## config.mk

```make
export PLATFORM = sky130hd
export DESIGN_NAME = dma_copy_engine
export DESIGN_NICKNAME = d
export VERILOG_FILES = /design/src/rtl/dma_copy_engine.sv
export SDC_FILE = /design/constraint.sdc
export NUM_CORES = 1
export LEC_CHECK = 0
export BUFFER_PORTS_ARGS = -buffer_cell sky130_fd_sc_hd__buf_2
export CAP_MARGIN = 20
export CORE_MARGIN = 2
export CORE_UTILIZATION = 55
export CTS_CLUSTER_SIZE = 14
export DETAILED_ROUTE_END_ITERATION = 8
export PLACE_DENSITY = 0.75
export SYNTH_ARGS = -nofsm -noshare
export SYNTH_HDL_FRONTEND = slang
export SYNTH_SLANG_ARGS = --single-unit
```

## constraint.sdc

```tcl
create_clock -name clk -period 6 [get_ports clk]
set_input_delay 0.3 -clock clk [delete_from_list [all_inputs] [get_ports clk]]
set_output_delay 0.3 -clock clk [all_outputs]
set_load 0.01 [all_outputs]
```

## src/rtl/dma_copy_engine.sv

```systemverilog
// dma_copy_engine: Avalon-MM register slave plus a single-master word copier.
// The slave side holds the transfer setup; the master side performs one read
// and one write per 32-bit word until the programmed byte length runs out.
module dma_copy_engine #(
  parameter int ADDR_WIDTH = 32,
  parameter int DATA_WIDTH = 32,
  parameter int LEN_WIDTH  = 32
) (
  input  logic                  clk,
  input  logic                  reset,
  input  logic [4:0]            slave_address,
  input  logic                  slave_chipselect,
  input  logic                  slave_write,
  input  logic                  slave_read,
  input  logic [31:0]           slave_writedata,
  output logic [31:0]           slave_readdata,
  output logic                  slave_waitrequest,
  output logic [ADDR_WIDTH-1:0] master_address,
  output logic                  master_read,
  output logic                  master_write,
  output logic [DATA_WIDTH-1:0] master_writedata,
  input  logic [DATA_WIDTH-1:0] master_readdata,
  input  logic                  master_waitrequest,
  output logic                  irq
);

  typedef enum logic [1:0] {
    ST_IDLE = 2'd0,
    ST_RD   = 2'd1,
    ST_WR   = 2'd2
  } state_t;

  localparam logic [4:0] OFS_STATUS  = 5'd0;
  localparam logic [4:0] OFS_RDADDR  = 5'd4;
  localparam logic [4:0] OFS_WRADDR  = 5'd8;
  localparam logic [4:0] OFS_LENGTH  = 5'd12;
  localparam logic [4:0] OFS_CONTROL = 5'd24;

  localparam int CTRL_GO   = 3;
  localparam int CTRL_IEN  = 4;
  localparam int CTRL_RCON = 8;
  localparam int CTRL_WCON = 9;

  state_t                state_reg, state_next;
  logic [ADDR_WIDTH-1:0] rd_ptr_reg, rd_ptr_next;
  logic [ADDR_WIDTH-1:0] wr_ptr_reg, wr_ptr_next;
  logic [LEN_WIDTH-1:0]  length_reg, length_next;
  logic [31:0]           control_reg, control_next;
  logic                  done_reg, done_next;
  logic                  len_reg, len_next;
  logic                  irq_reg;
  logic                  rd_pending_reg;
  logic [31:0]           readdata_reg;
  logic [31:0]           reg_rdata;
  logic                  m_read_reg, m_read_next;
  logic                  m_write_reg, m_write_next;
  logic [ADDR_WIDTH-1:0] m_addr_reg, m_addr_next;
  logic [DATA_WIDTH-1:0] buffer_reg, buffer_next;

  logic busy;
  logic cfg_sel;
  logic wr_stall;
  logic rd_stall;
  logic wr_accept;
  logic rd_first;

  assign busy    = (state_reg != ST_IDLE);
  // Setup registers may not change under a running copy; status may.
  assign cfg_sel = (slave_address == OFS_RDADDR) || (slave_address == OFS_WRADDR) ||
                   (slave_address == OFS_LENGTH) || (slave_address == OFS_CONTROL);

  assign wr_stall  = slave_chipselect & slave_write & busy & cfg_sel;
  assign rd_first  = slave_chipselect & slave_read & ~rd_pending_reg;
  assign rd_stall  = rd_first;
  assign wr_accept = slave_chipselect & slave_write & ~wr_stall;

  assign slave_waitrequest = wr_stall | rd_stall;
  assign slave_readdata    = readdata_reg;
  assign master_address    = m_addr_reg;
  assign master_read       = m_read_reg;
  assign master_write      = m_write_reg;
  assign master_writedata  = buffer_reg;
  assign irq               = irq_reg;

  // Register read mux; pointers and length are shown live.
  always_comb begin
    reg_rdata = '0;
    case (slave_address)
      OFS_STATUS:  reg_rdata = {28'd0, len_reg, 1'b0, busy, done_reg};
      OFS_RDADDR:  reg_rdata = 32'(rd_ptr_reg);
      OFS_WRADDR:  reg_rdata = 32'(wr_ptr_reg);
      OFS_LENGTH:  reg_rdata = 32'(length_reg);
      OFS_CONTROL: reg_rdata = control_reg;
      default:     reg_rdata = '0;
    endcase
  end

  // Next-state logic: slave writes first, engine completion afterwards so a
  // finishing copy overrides a coincident status clear.
  always_comb begin
    state_next   = state_reg;
    rd_ptr_next  = rd_ptr_reg;
    wr_ptr_next  = wr_ptr_reg;
    length_next  = length_reg;
    control_next = control_reg;
    done_next    = done_reg;
    len_next     = len_reg;
    m_read_next  = m_read_reg;
    m_write_next = m_write_reg;
    m_addr_next  = m_addr_reg;
    buffer_next  = buffer_reg;

    if (wr_accept) begin
      case (slave_address)
        OFS_STATUS: begin
          done_next = 1'b0;
          len_next  = 1'b0;
        end
        OFS_RDADDR: rd_ptr_next = ADDR_WIDTH'(slave_writedata);
        OFS_WRADDR: wr_ptr_next = ADDR_WIDTH'(slave_writedata);
        OFS_LENGTH: length_next = {slave_writedata[LEN_WIDTH-1:2], 2'b00};
        OFS_CONTROL: begin
          control_next = slave_writedata;
          if (slave_writedata[CTRL_GO]) begin
            done_next = 1'b0;
            len_next  = 1'b0;
            if (length_reg != '0) begin
              state_next  = ST_RD;
              m_read_next = 1'b1;
              m_addr_next = rd_ptr_reg;
            end else begin
              done_next = 1'b1;
              len_next  = 1'b1;
            end
          end
        end
        default: ;
      endcase
    end

    case (state_reg)
      ST_RD: begin
        if (!master_waitrequest) begin
          buffer_next  = master_readdata;
          state_next   = ST_WR;
          m_read_next  = 1'b0;
          m_write_next = 1'b1;
          m_addr_next  = wr_ptr_reg;
        end
      end
      ST_WR: begin
        if (!master_waitrequest) begin
          length_next  = length_reg - LEN_WIDTH'(4);
          m_write_next = 1'b0;
          if (!control_reg[CTRL_RCON]) rd_ptr_next = rd_ptr_reg + ADDR_WIDTH'(4);
          if (!control_reg[CTRL_WCON]) wr_ptr_next = wr_ptr_reg + ADDR_WIDTH'(4);
          if (length_next == '0) begin
            state_next = ST_IDLE;
            done_next  = 1'b1;
            len_next   = 1'b1;
          end else begin
            state_next  = ST_RD;
            m_read_next = 1'b1;
            m_addr_next = rd_ptr_next;
          end
        end
      end
      default: ;
    endcase
  end

  // State, datapath and registered master outputs.
  always_ff @(posedge clk) begin
    if (reset) begin
      state_reg   <= ST_IDLE;
      rd_ptr_reg  <= '0;
      wr_ptr_reg  <= '0;
      length_reg  <= '0;
      control_reg <= '0;
      done_reg    <= 1'b0;
      len_reg     <= 1'b0;
      m_read_reg  <= 1'b0;
      m_write_reg <= 1'b0;
      m_addr_reg  <= '0;
      buffer_reg  <= '0;
    end else begin
      state_reg   <= state_next;
      rd_ptr_reg  <= rd_ptr_next;
      wr_ptr_reg  <= wr_ptr_next;
      length_reg  <= length_next;
      control_reg <= control_next;
      done_reg    <= done_next;
      len_reg     <= len_next;
      m_read_reg  <= m_read_next;
      m_write_reg <= m_write_next;
      m_addr_reg  <= m_addr_next;
      buffer_reg  <= buffer_next;
    end
  end

  // Two-cycle slave read: capture data on the first cycle, release on the second.
  always_ff @(posedge clk) begin
    if (reset) begin
      rd_pending_reg <= 1'b0;
      readdata_reg   <= '0;
    end else begin
      rd_pending_reg <= rd_first;
      if (rd_first) readdata_reg <= reg_rdata;
    end
  end

  // Interrupt follows DONE by one cycle when enabled.
  always_ff @(posedge clk) begin
    if (reset) irq_reg <= 1'b0;
    else       irq_reg <= done_reg & control_reg[CTRL_IEN];
  end

endmodule

```

-- Word level (Yosys, flattened, before mapping)
Cells that the tools add are included.
- register bits after elaboration: 232
- input bits: 75
- output and inout port bits: 100
- word-level logic and storage cells: 102
- $add $sub $neg: 3
- equal/unequal tests: 8
- mux-type cells: 55
- bitwise operators: 11
- reduce and logical (&&, ||, !) cells: 11
- operators by type and width (kind ; number):
    32-bit two-way mux ; 21
    32-bit one-hot mux with 5 select lines ; 1
    32-bit by 3-bit adder with 32-bit output, second input constant ; 2
    32-bit one-hot mux with 2 select lines ; 1
    32-bit logical NOT ; 1
    32-bit nonzero test ; 1
    32-bit by 3-bit subtractor with 32-bit output, second input constant ; 1
    1-bit two-way mux ; 21
    2-bit two-way mux ; 6
    5-bit by 4-bit == test with 1-bit output, second input constant ; 2
    1-bit one-hot mux with 2 select lines ; 4
    1-bit AND ; 7
    5-bit by 3-bit == test with 1-bit output, second input constant ; 1
    5-bit == test, second input constant ; 1
    5-bit logical NOT ; 1
    2-bit inequality test, second input constant ; 2
    2-bit one-hot mux with 2 select lines ; 1
    2-bit AND reduction ; 2
    2-bit nonzero test ; 2
    1-bit logical OR ; 3
    1-bit inverter ; 3
    3-bit AND reduction ; 1
    2-bit by 1-bit == test with 1-bit output, second input constant ; 1
    2-bit == test, second input constant ; 1
    1-bit OR ; 1

-- Depth between registers and ports, before layout
Gate-level depths: netlist (run 1).
- depth in word-level cells: 12
- gate-level depth with buffers: 12
- depth with buffers taken out: 9

-- Worst setup path before layout (run 1)
No wires, ideal clock.
- kind: reg2reg
- start: register length_reg[5]
- end: register m_addr_reg[28], in the netlist master_address[28]
- library setup time: 0.139 ns
- arrival: 3.129 ns
- required time: 5.861 ns
- slack: 2.732 ns
- cell stages (with the launch flop): 11
- buffers on the path: 3
- clock period less this slack: 3.268 ns
- cell sequence: dfxtp_1 -> buf_6 -> or4_4 -> buf_6 -> or4_4 -> o31a_1 -> or4b_4 -> or3_1 -> buf_2 -> a31oi_1 -> a221oi_1
- longest elaborated chain between the ends: 8
- elaborated cells between the ends (all ways): 11
- classes of those cells: add/sub: 1; mux: 8; reduce/logical: 2
- ends and longest elaborated chain (item ; RTL line ; RTL):
    from (decl) ; 47 ; logic [LEN_WIDTH-1:0] length_reg, length_next;
    from (signal assigned) ; 190 ; length_reg <= length_next;
    branches (longest 7 deep; another with 32-bit by 3-bit subtractor with 32-bit output) ; -- ;
    32-bit one-hot mux with 2 select lines * ; 141 ; case (state_reg)
    to (signal assigned) ; 196 ; m_addr_reg <= m_addr_next;
    to (decl) ; 57 ; logic [ADDR_WIDTH-1:0] m_addr_reg, m_addr_next;
Mark *: on every way between the ends.
A chain may end at the register's enable or synchronous reset.

-- Worst setup path in the final report (run 1)
- start: register length_reg[2]
- end: register m_addr_reg[29], in the netlist master_address[29]
The elaborated chain is that of the path after synthesis.

==> out/metrics.sh, run 1 <==
RUN_STATUS='finished, final reports clean'
WORSTHOLDSTART='master_readdata[0]'
POST_DRT_WL_PER_CELL_UM=22.0
POST_ROUTE_CELLS_DRIVE_ABOVE_1_SHARE=0.168
SYNTH-COMPOUND-AREA-SHARE=0.234
LEAKAGE_POWER_OF_THE_DESIGN_nW=5.70
WORSTPATHREQUIRED_PS=6420
CORE.ROWCOUNT=56
DRT_DRC=0
POST_SYNTH.CELL_AREA_AVG_SQ_UM=7.61
YOSYSSEQAREASHARE=0.355
ADDER_AND_MAJORITY_CELL_FRACTION_OF_THE_SYNTHESIZED_AREA=0.00669
TOP_LEVEL_PORTS=175
TRITONCTS.NUM_BUFFERS=26
COREAREA_SQ_MM=0.0234
HPWLAFTERDP_UM=32400
R2R.WORST_PATH.CELLS=9
GRT_PASS1_WL_UM=71700
SYNTH_ENABLE_FLOP_CELLS=0
INTPOWER_mW=2.60
SYNTH_CELLS=1721
DESIGN.DIE.AREA_SQ_MM=0.0251
CLOCK_TREE.HTREE_LEVEL_COUNT=1
CLKSLEWWORSTSETUPHOLDPATHS_PS=60
VIA_PER_INST=6.51
TIMING.CRITICAL_PATH.BUF_INV=1
GR-USAGE-MET2=0.583
CLOCK-ROOT-BUFFER='clkbuf_16'
TOTALNEGATIVESETUPSLACK_PS=0
CPPEAKSTAGEDELAY_PS=1020
POWER_FRAC_COMB=0.054
SETUP_REPAIR_AFTER_GLOBAL_ROUTING_MISSED_ITS_MARGIN='no'
CTS_TREE='built'
WORST-PATH-MAX-FANOUT=34
FINALNETCOUNT=1906
HOLD-PATH-CELL-COUNT=3
POWER.IR.VDD_WORST_uV=158
SYNTHESIS.AREA_SQ_MM=0.0131
ANTENNA_FOUND_INITIAL=0
FINALSETUPVIOLCOUNT=0
TIMING.FINAL.MAX_SLEW_VIOLATIONS=0
FINALHOLDVIOLCOUNT=0
SYNTH_SIMPLE_GATE_AREA_SHARE=0.246
GRT_OVERFLOW=0
IO_BUFFER_COUNT=174
GLOBAL_ROUTE.USAGE.TOTAL=0.366
WORST_SKEW_PAIR_LATER_PIN_LATENCY_PS=540
FIRST_GLOBAL_VIAS=13000
CRITPATHSLOWESTCELL='a31o_2'
DRTITER0DRC=1620
ANTENNA_DIODE_INSTANCE_COUNT=0
DIE_HEIGHT_UM=158
PATH_DELAY_FAMILY='simple AND/OR/NAND/NOR gates'
AREA_GROWTH_PCT=15.0
WORST_SLACK_PS=1680
FINAL.FILL_COUNT=2111
SYNTH.FF_LATCH_COUNT=232
HOLD_CLASS='input pin to register'
CAP_VIOL_MAX_COUNT=0
FINAL.PERIOD_UTILIZATION=0.720
GROUTE.LAYER.MET3.USAGE=0.0531
CRITICAL_PATH.STARTPOINT_TYPE='register'
CRITICAL_PATH.REG2REG.STARTPOINT='length_reg[2]$_SDFF_PP0_'
CRITICAL_PATH_ARRIVAL_PS=4740
DETAILROUTE.VIA_COUNT=14100
INITIAL_CORE_UTILIZATION=0.560
GPL.FINAL_WEIGHTED_CONGESTION=1.01
SYNTH_CELL_TYPE_COUNT=78
MAX_SLEW.WORST_PIN.SLEW_PS=1140
SYNTH_XOR_AREA_FRAC=0.0194
SYNTH_FLOP_CELL='dfxtp_1'
SETUP.WORST_PATH.CLASS='register to register'
TRITONCTS_NUM_SINKS=232
BUSIEST_LAYER_IN_GLOBAL_ROUTING='met2'
DETAIL_ROUTE.WIRELENGTH_UM=47500
MAXCLOCKFREQUENCY_MHz=231
SYNTH.NET_COUNT=1803
MULTI_INPUT_AREA_SQ_MM=0.00777
LARGEST_FAMILY_OF_LOGIC_CELLS_BY_SYNTHESIZED_AREA='simple AND/OR/NAND/NOR gates'
FIN_SKEW_PS=14.6
DRT_PASS1_ITERATIONS=6
POWER.SEQUENTIAL.FRACTION=0.457
END_KIND='register'
LAYOUT.AREA.SEQ_SQ_MM=0.00464
CTS_SETUP_BUFFERS=0
SYNTH.MUX.AREA_FRACTION=0.0840
SETUP.REG_TO_REG.WORST_SLACK_PS=1680
POSTCTSHOLDBUFS=21
POWER.SWITCHING_FRACTION=0.236
MAX_SLEW_MARGIN=0.242
DP_WORST_SETUP_SLACK_PS=1820
ANT_NETS=0
GRTUSAGEMET1=0.469
POST_LAYOUT_MINIMUM_CYCLE_TIME_PS=4320
PATH_CELLS='inv_1 -> ha_1 -> or3b_2 -> nor4_2 -> a31o_2 -> mux2i_1 -> a21oi_1 -> or2_2 -> o31a_1'
YS_ASYNC_SR_FRACTION=0
POWER_FRAC_CLOCK=0.489
CRIT-REG2REG-CAPTURE='master_address[29]$_SDFF_PP0_'
GRT_START_MAX_NET_PINS=83
YS_WARN_COUNT=0
POWER.DENSITY_mW_PER_MM2=226
CTSLONGESTPATHBUFFERS=3
TOTAL_SWITCHING_POWER_mW=0.803
DIE_WIDTH_UM=158
TIMING.HOLD.WORST_ENDPOINT='master_writedata[0]$_SDFFE_PP0P_'
POST_CTS_RESIZED=0
power groups by stage:
stage	Clock (mW)	Combinational [mW]	Sequential, mW
6_report	1.66	0.185	1.55
5_1_grt	1.73	0.194	1.55
4_1_cts	1.67	0.178	1.55
3_5_place_dp	0	0.167	1.59
3_3_place_gp	0	0.166	1.59
2_1_floorplan	0	0.0932	1.58
placed cells by master, fill, tap and decap left out, types with 6 or more instances in the layout:
master,netlist,layout
and3_1,24,24
and4_1,12,12
a22oi_1,6,6
a211oi_1,29,29
clkbuf_1,106,7
a2111oi_0,8,8
clkbuf_16,0,27
inv_1,20,20
o22ai_1,13,13
nand4_1,21,21
xor2_1,9,9
and2_1,10,10
xnor2_1,20,20
a21oi_1,183,183
mux2_2,31,31
nor3_1,39,38
nor4_1,15,14
nor2_1,235,231
or2_2,10,10
nand2_1,237,237
ha_1,7,7
dlygate4sd3_1,1,21
o211ai_1,11,11
clkbuf_8,1,7
nand3_1,50,50
a221oi_1,53,53
or3_1,7,7
buf_2,11,174
buf_4,2,21
o21ai_0,82,82
dfxtp_1,232,232
o31a_1,6,6
a31oi_1,29,29
a21o_1,6,6
mux2i_1,75,75
a311oi_1,10,10
cells by family (layout without fill, tap and decap cells):
group / count (synthesis) / in the layout
adders and majority gates: 7 / 7
DFF: 232 / 232
and+or+nand+nor: 701 / 701
muxes: 106 / 106
xor gates and xnor gates: 29 / 29
AOI/OAI and AO/OA: 482 / 482
buffers and inverters: 164 / 286
metrics by stage:
step / area [sq um] / total power, mW / util / cells / hold WS, ps
after floorplan: 13100 / 1.68 / - / 1721 / 436
after global placement: 13900 / 1.75 / 0.595 / 2091 / 439
after detailed placement: 13900 / 1.76 / 0.595 / 2091 / 444
final: 15100 / 3.40 / 0.644 / 2162 / 8.65
after CTS: 15000 / 3.40 / 0.642 / 2159 / 0.486
after global routing: 15100 / 3.48 / 0.644 / 2162 / 11.7
synthesized netlist by cell type (29+ instances only):
master	count	area, sq um
nand3_1	50	250
a31oi_1	29	181
a221oi_1	53	464
nor2_1	235	882
mux2_2	31	349
nand2_1	237	890
a21oi_1	183	916
a211oi_1	29	218
clkbuf_1	106	398
mux2i_1	75	751
nor3_1	39	195
dfxtp_1	232	4640
o21ai_0	82	410
how the worst max path moves through the flow:
stage | from | endpoint | slack (ps) | depth (start not counted)
after global routing | length_reg[3]$_SDFF_PP0_ | master_address[29]$_SDFF_PP0_ | 1480 | 9
after CTS | length_reg[2]$_SDFF_PP0_ | master_address[29]$_SDFF_PP0_ | 1800 | 9
final | length_reg[2]$_SDFF_PP0_ | master_address[29]$_SDFF_PP0_ | 1680 | 9
after global placement | length_reg[2]$_SDFF_PP0_ | master_address[29]$_SDFF_PP0_ | 1900 | 9
after floorplan | length_reg[5]$_SDFF_PP0_ | master_address[28]$_SDFF_PP0_ | 2730 | 10
after detailed placement | length_reg[2]$_SDFF_PP0_ | master_address[29]$_SDFF_PP0_ | 1820 | 9
per-layer routing:
layer	share of wire	vias to the layer above
met1	0.39	6611
met2	0.46	802
li1	-	6461
met4	0.065	0
met5	0	-
met3	0.090	198
cell type report:
cell class                      instances  area share
Sequential cell                       232       0.308
Tap cell                              319      0.0265
Clock inverter                          6     0.00556
Clock buffer                           41      0.0530
Inverter                               20     0.00498
Timing Repair Buffer                  219      0.0858
Multi-Input combinational cell       1325       0.516
tightest hold or removal path, stage by stage:
cell,delay (ps)
buf_2,100
nand2_1,40
a21oi_1,50
Power figures use the tool's default switching activity.
==> run 2: changes to the inputs <==
--- a/config.mk
+++ b/config.mk
@@ -8,7 +8,7 @@
 export BUFFER_PORTS_ARGS = -buffer_cell sky130_fd_sc_hd__buf_2
 export CAP_MARGIN = 20
 export CORE_MARGIN = 2
-export CORE_UTILIZATION = 55
+export CORE_UTILIZATION = 53
 export CTS_CLUSTER_SIZE = 14
 export DETAILED_ROUTE_END_ITERATION = 8
 export PLACE_DENSITY = 0.75
==> constraint.sdc (replaced) <==
create_clock -name clk -period 3.8 [get_ports clk]
set_input_delay 0.19 -clock clk [delete_from_list [all_inputs] [get_ports clk]]
set_output_delay 0.19 -clock clk [all_outputs]
set_load 0.01 [all_outputs]
==> out/metrics.sh, run 2 (same netlist as run 1, synthesis figures left out) <==
RUN_STATUS='finished, final reports clean'
SETUP_REPAIR_AFTER_GLOBAL_ROUTING_MISSED_ITS_MARGIN='no'
HOLD_CLASS='input pin to register'
GPL.FINAL_WEIGHTED_CONGESTION=0.997  # -1.7%
FINALSETUPVIOLCOUNT=0  # unchanged
FINAL.PERIOD_UTILIZATION=0.923  # +0.203
POSTCTSHOLDBUFS=62  # +200%
DRT_PASS1_ITERATIONS=8  # +2
DRTITER0DRC=1578  # -2.6%
POST_DRT_WL_PER_CELL_UM=21.8  # -0.75%
COMMONEST_CELLS_AFTER_ROUTING_FILL_AND_TAPS_ASIDE='237 x nand2_1, 232 x nor2_1, 232 x dfxtp_1, 183 x a21oi_1, 173 x buf_2'
TOP_LEVEL_PORTS=175  # unchanged
CTS_TREE='built'
TIMING.FINAL.MAX_SLEW_VIOLATIONS=0  # unchanged
MOST_FREQUENT_STANDARD_CELL_IN_THE_LAYOUT_EXCLUDING_FILL_AND_TAP_CELLS='nand2_1'
DESIGN.DIE.AREA_SQ_MM=0.0260  # +3.7%
GRTUSAGEMET1=0.450  # -0.0194
WORSTPATHREQUIRED_PS=4220  # -2200 ps
LEAKAGE_POWER_OF_THE_DESIGN_nW=5.98  # +4.8%
WORST_SLACK_PS=291  # -1390 ps
END_KIND='register'
POST_ROUTE_CELLS_DRIVE_ABOVE_1_SHARE=0.175  # +0.00694
HPWLAFTERDP_UM=33400  # +3.1%
TRITONCTS_NUM_SINKS=232  # unchanged
DIE_WIDTH_UM=161  # +1.8%
CRITICAL_PATH_ARRIVAL_PS=3930  # -810 ps
BUSIEST_LAYER_IN_GLOBAL_ROUTING='met2'
GRT_PASS1_WL_UM=74600  # +4.0%
COREAREA_SQ_MM=0.0243  # +3.9%
CLOCK_TREE.HTREE_LEVEL_COUNT=1  # unchanged
PLACEDCELLCOUNT=2121  # +1.4%
POST_CTS_RESIZED=0  # unchanged
DRT_DRC=0  # unchanged
MAXCLOCKFREQUENCY_MHz=285  # +23%
CTS_SETUP_BUFFERS=0  # unchanged
FIN_SKEW_PS=11.0  # -3.68 ps
DIE_HEIGHT_UM=161  # +1.8%
FIRST_GLOBAL_VIAS=13600  # +5.0%
ANTENNA_FOUND_INITIAL=0  # unchanged
CLOCK-ROOT-BUFFER='clkbuf_16'
CRITICAL_PATH.STARTPOINT_TYPE='register'
GR-USAGE-MET2=0.590  # +0.00690
SETUP.WORST_PATH.CLASS='register to register'
FINALHOLDVIOLCOUNT=0  # unchanged
DETAIL_ROUTE.WIRELENGTH_UM=48600  # +2.4%
TOTALNEGATIVESETUPSLACK_PS=0  # unchanged
DPL-INSTANCE-AREA_SQ_MM=0.0141  # +1.5%
IO_BUFFER_COUNT=174  # unchanged
FIN_TOTAL_PWR_mW=5.41  # +59%
GLOBAL_ROUTE.USAGE.TOTAL=0.360  # -0.00679
TRITONCTS.NUM_BUFFERS=27  # +3.8%
VIA_PER_INST=6.45  # -0.92%
CORE.ROWCOUNT=57  # +1.8%
ANTENNA_DIODE_INSTANCE_COUNT=0  # unchanged
CLKSLEWWORSTSETUPHOLDPATHS_PS=70  # about the same
ANT_NETS=0  # unchanged
FINALNETCOUNT=1972  # +3.5%
FINAL.FILL_COUNT=2125  # +0.66%
CAP_VIOL_MAX_COUNT=0  # unchanged
CTSLONGESTPATHBUFFERS=3  # unchanged
WORST-PATH-MAX-FANOUT=15  # -56%
MAX_SLEW.WORST_PIN.SLEW_PS=955  # -181 ps
POWER.DENSITY_mW_PER_MM2=346  # +53%
WORST_SKEW_PAIR_LATER_PIN_LATENCY_PS=550  # about the same
POWER.IR.VDD_WORST_uV=302  # +91%
DP_WORST_SETUP_SLACK_PS=347  # -1470 ps
POST_LAYOUT_MINIMUM_CYCLE_TIME_PS=3510  # -813 ps
GRT_START_MAX_NET_PINS=83  # unchanged
LAYOUT.CELL_AREA.NON_FILLER_SQ_MM=0.0157  # +3.9%
GRT_OVERFLOW=0  # unchanged
GROUTE.LAYER.MET3.USAGE=0.0557  # +0.00265
MAX_SLEW_MARGIN=0.362  # +0.120
DETAILROUTE.VIA_COUNT=14400  # +2.2%
AREA_GROWTH_PCT=19.6
INITIAL_CORE_UTILIZATION=0.539  # -0.0211
FINALNONFILLERCELLS=2231  # +3.2%
## run 2: layer usage
| layer | vias to the layer above | share of wire |
|---|---|---|
| met1 | 6738 | 0.38 |
| li1 | 6569 | - |
| met5 | - | 0 |
| met3 | 218 | 0.092 |
| met2 | 863 | 0.46 |
| met4 | 0 | 0.067 |
## run 2: final cells by class
| class | count | area (sq um) | share of cell area |
|---|---|---|---|
| Timing Repair Buffer | 284 | 1900 | 0.121 |
| Clock buffer | 38 | 787 | 0.0503 |
| Sequential cell | 232 | 4640 | 0.297 |
| Inverter | 20 | 75.1 | 0.00479 |
| Clock inverter | 8 | 90.1 | 0.00575 |
| Multi-Input combinational cell | 1325 | 7760 | 0.496 |
| Tap cell | 324 | 405 | 0.0259 |
## run 2: where the power goes
group,internal [mW],total (mW),switching (mW)
Clock,1.56,2.62,1.06
Combinational,0.126,0.332,0.206
Sequential,2.44,2.46,0.0140
## run 2: critical path, stage by stage, from the launching register on
cell      delay [ps]
dfxtp_1          350
inv_1             90
ha_1             260
or3b_2           530
nor4_2           270
buf_4            220
a31o_2           500
buf_4            330
mux2_2           380
a221oi_1         290
o21ai_0          140
## run 2: metrics by stage
step | utilization | hold slack (ps)
global route | 0.644 | 14.2
global placement | 0.581 | 430
CTS | 0.643 | 8.33
floorplan | - | 326
finish | 0.644 | 21.3
detailed placement | 0.581 | 435
## run 2: path summary, 6_finish.rpt
check / cells after the start / slack [ps] / startpoint / end
setup / recovery: 10 / 290 / length_reg[2]$_SDFF_PP0_ / master_address[12]$_SDFF_PP0_
hold / removal: 2 / 20 / reset / rd_ptr_reg[18]$_SDFF_PP0_
setup reg to reg: 10 / 290 / length_reg[2]$_SDFF_PP0_ / master_address[12]$_SDFF_PP0_
hold reg to reg: 2 / 450 / master_writedata[15]$_SDFFE_PP0P_ / master_writedata[15]$_SDFFE_PP0P_
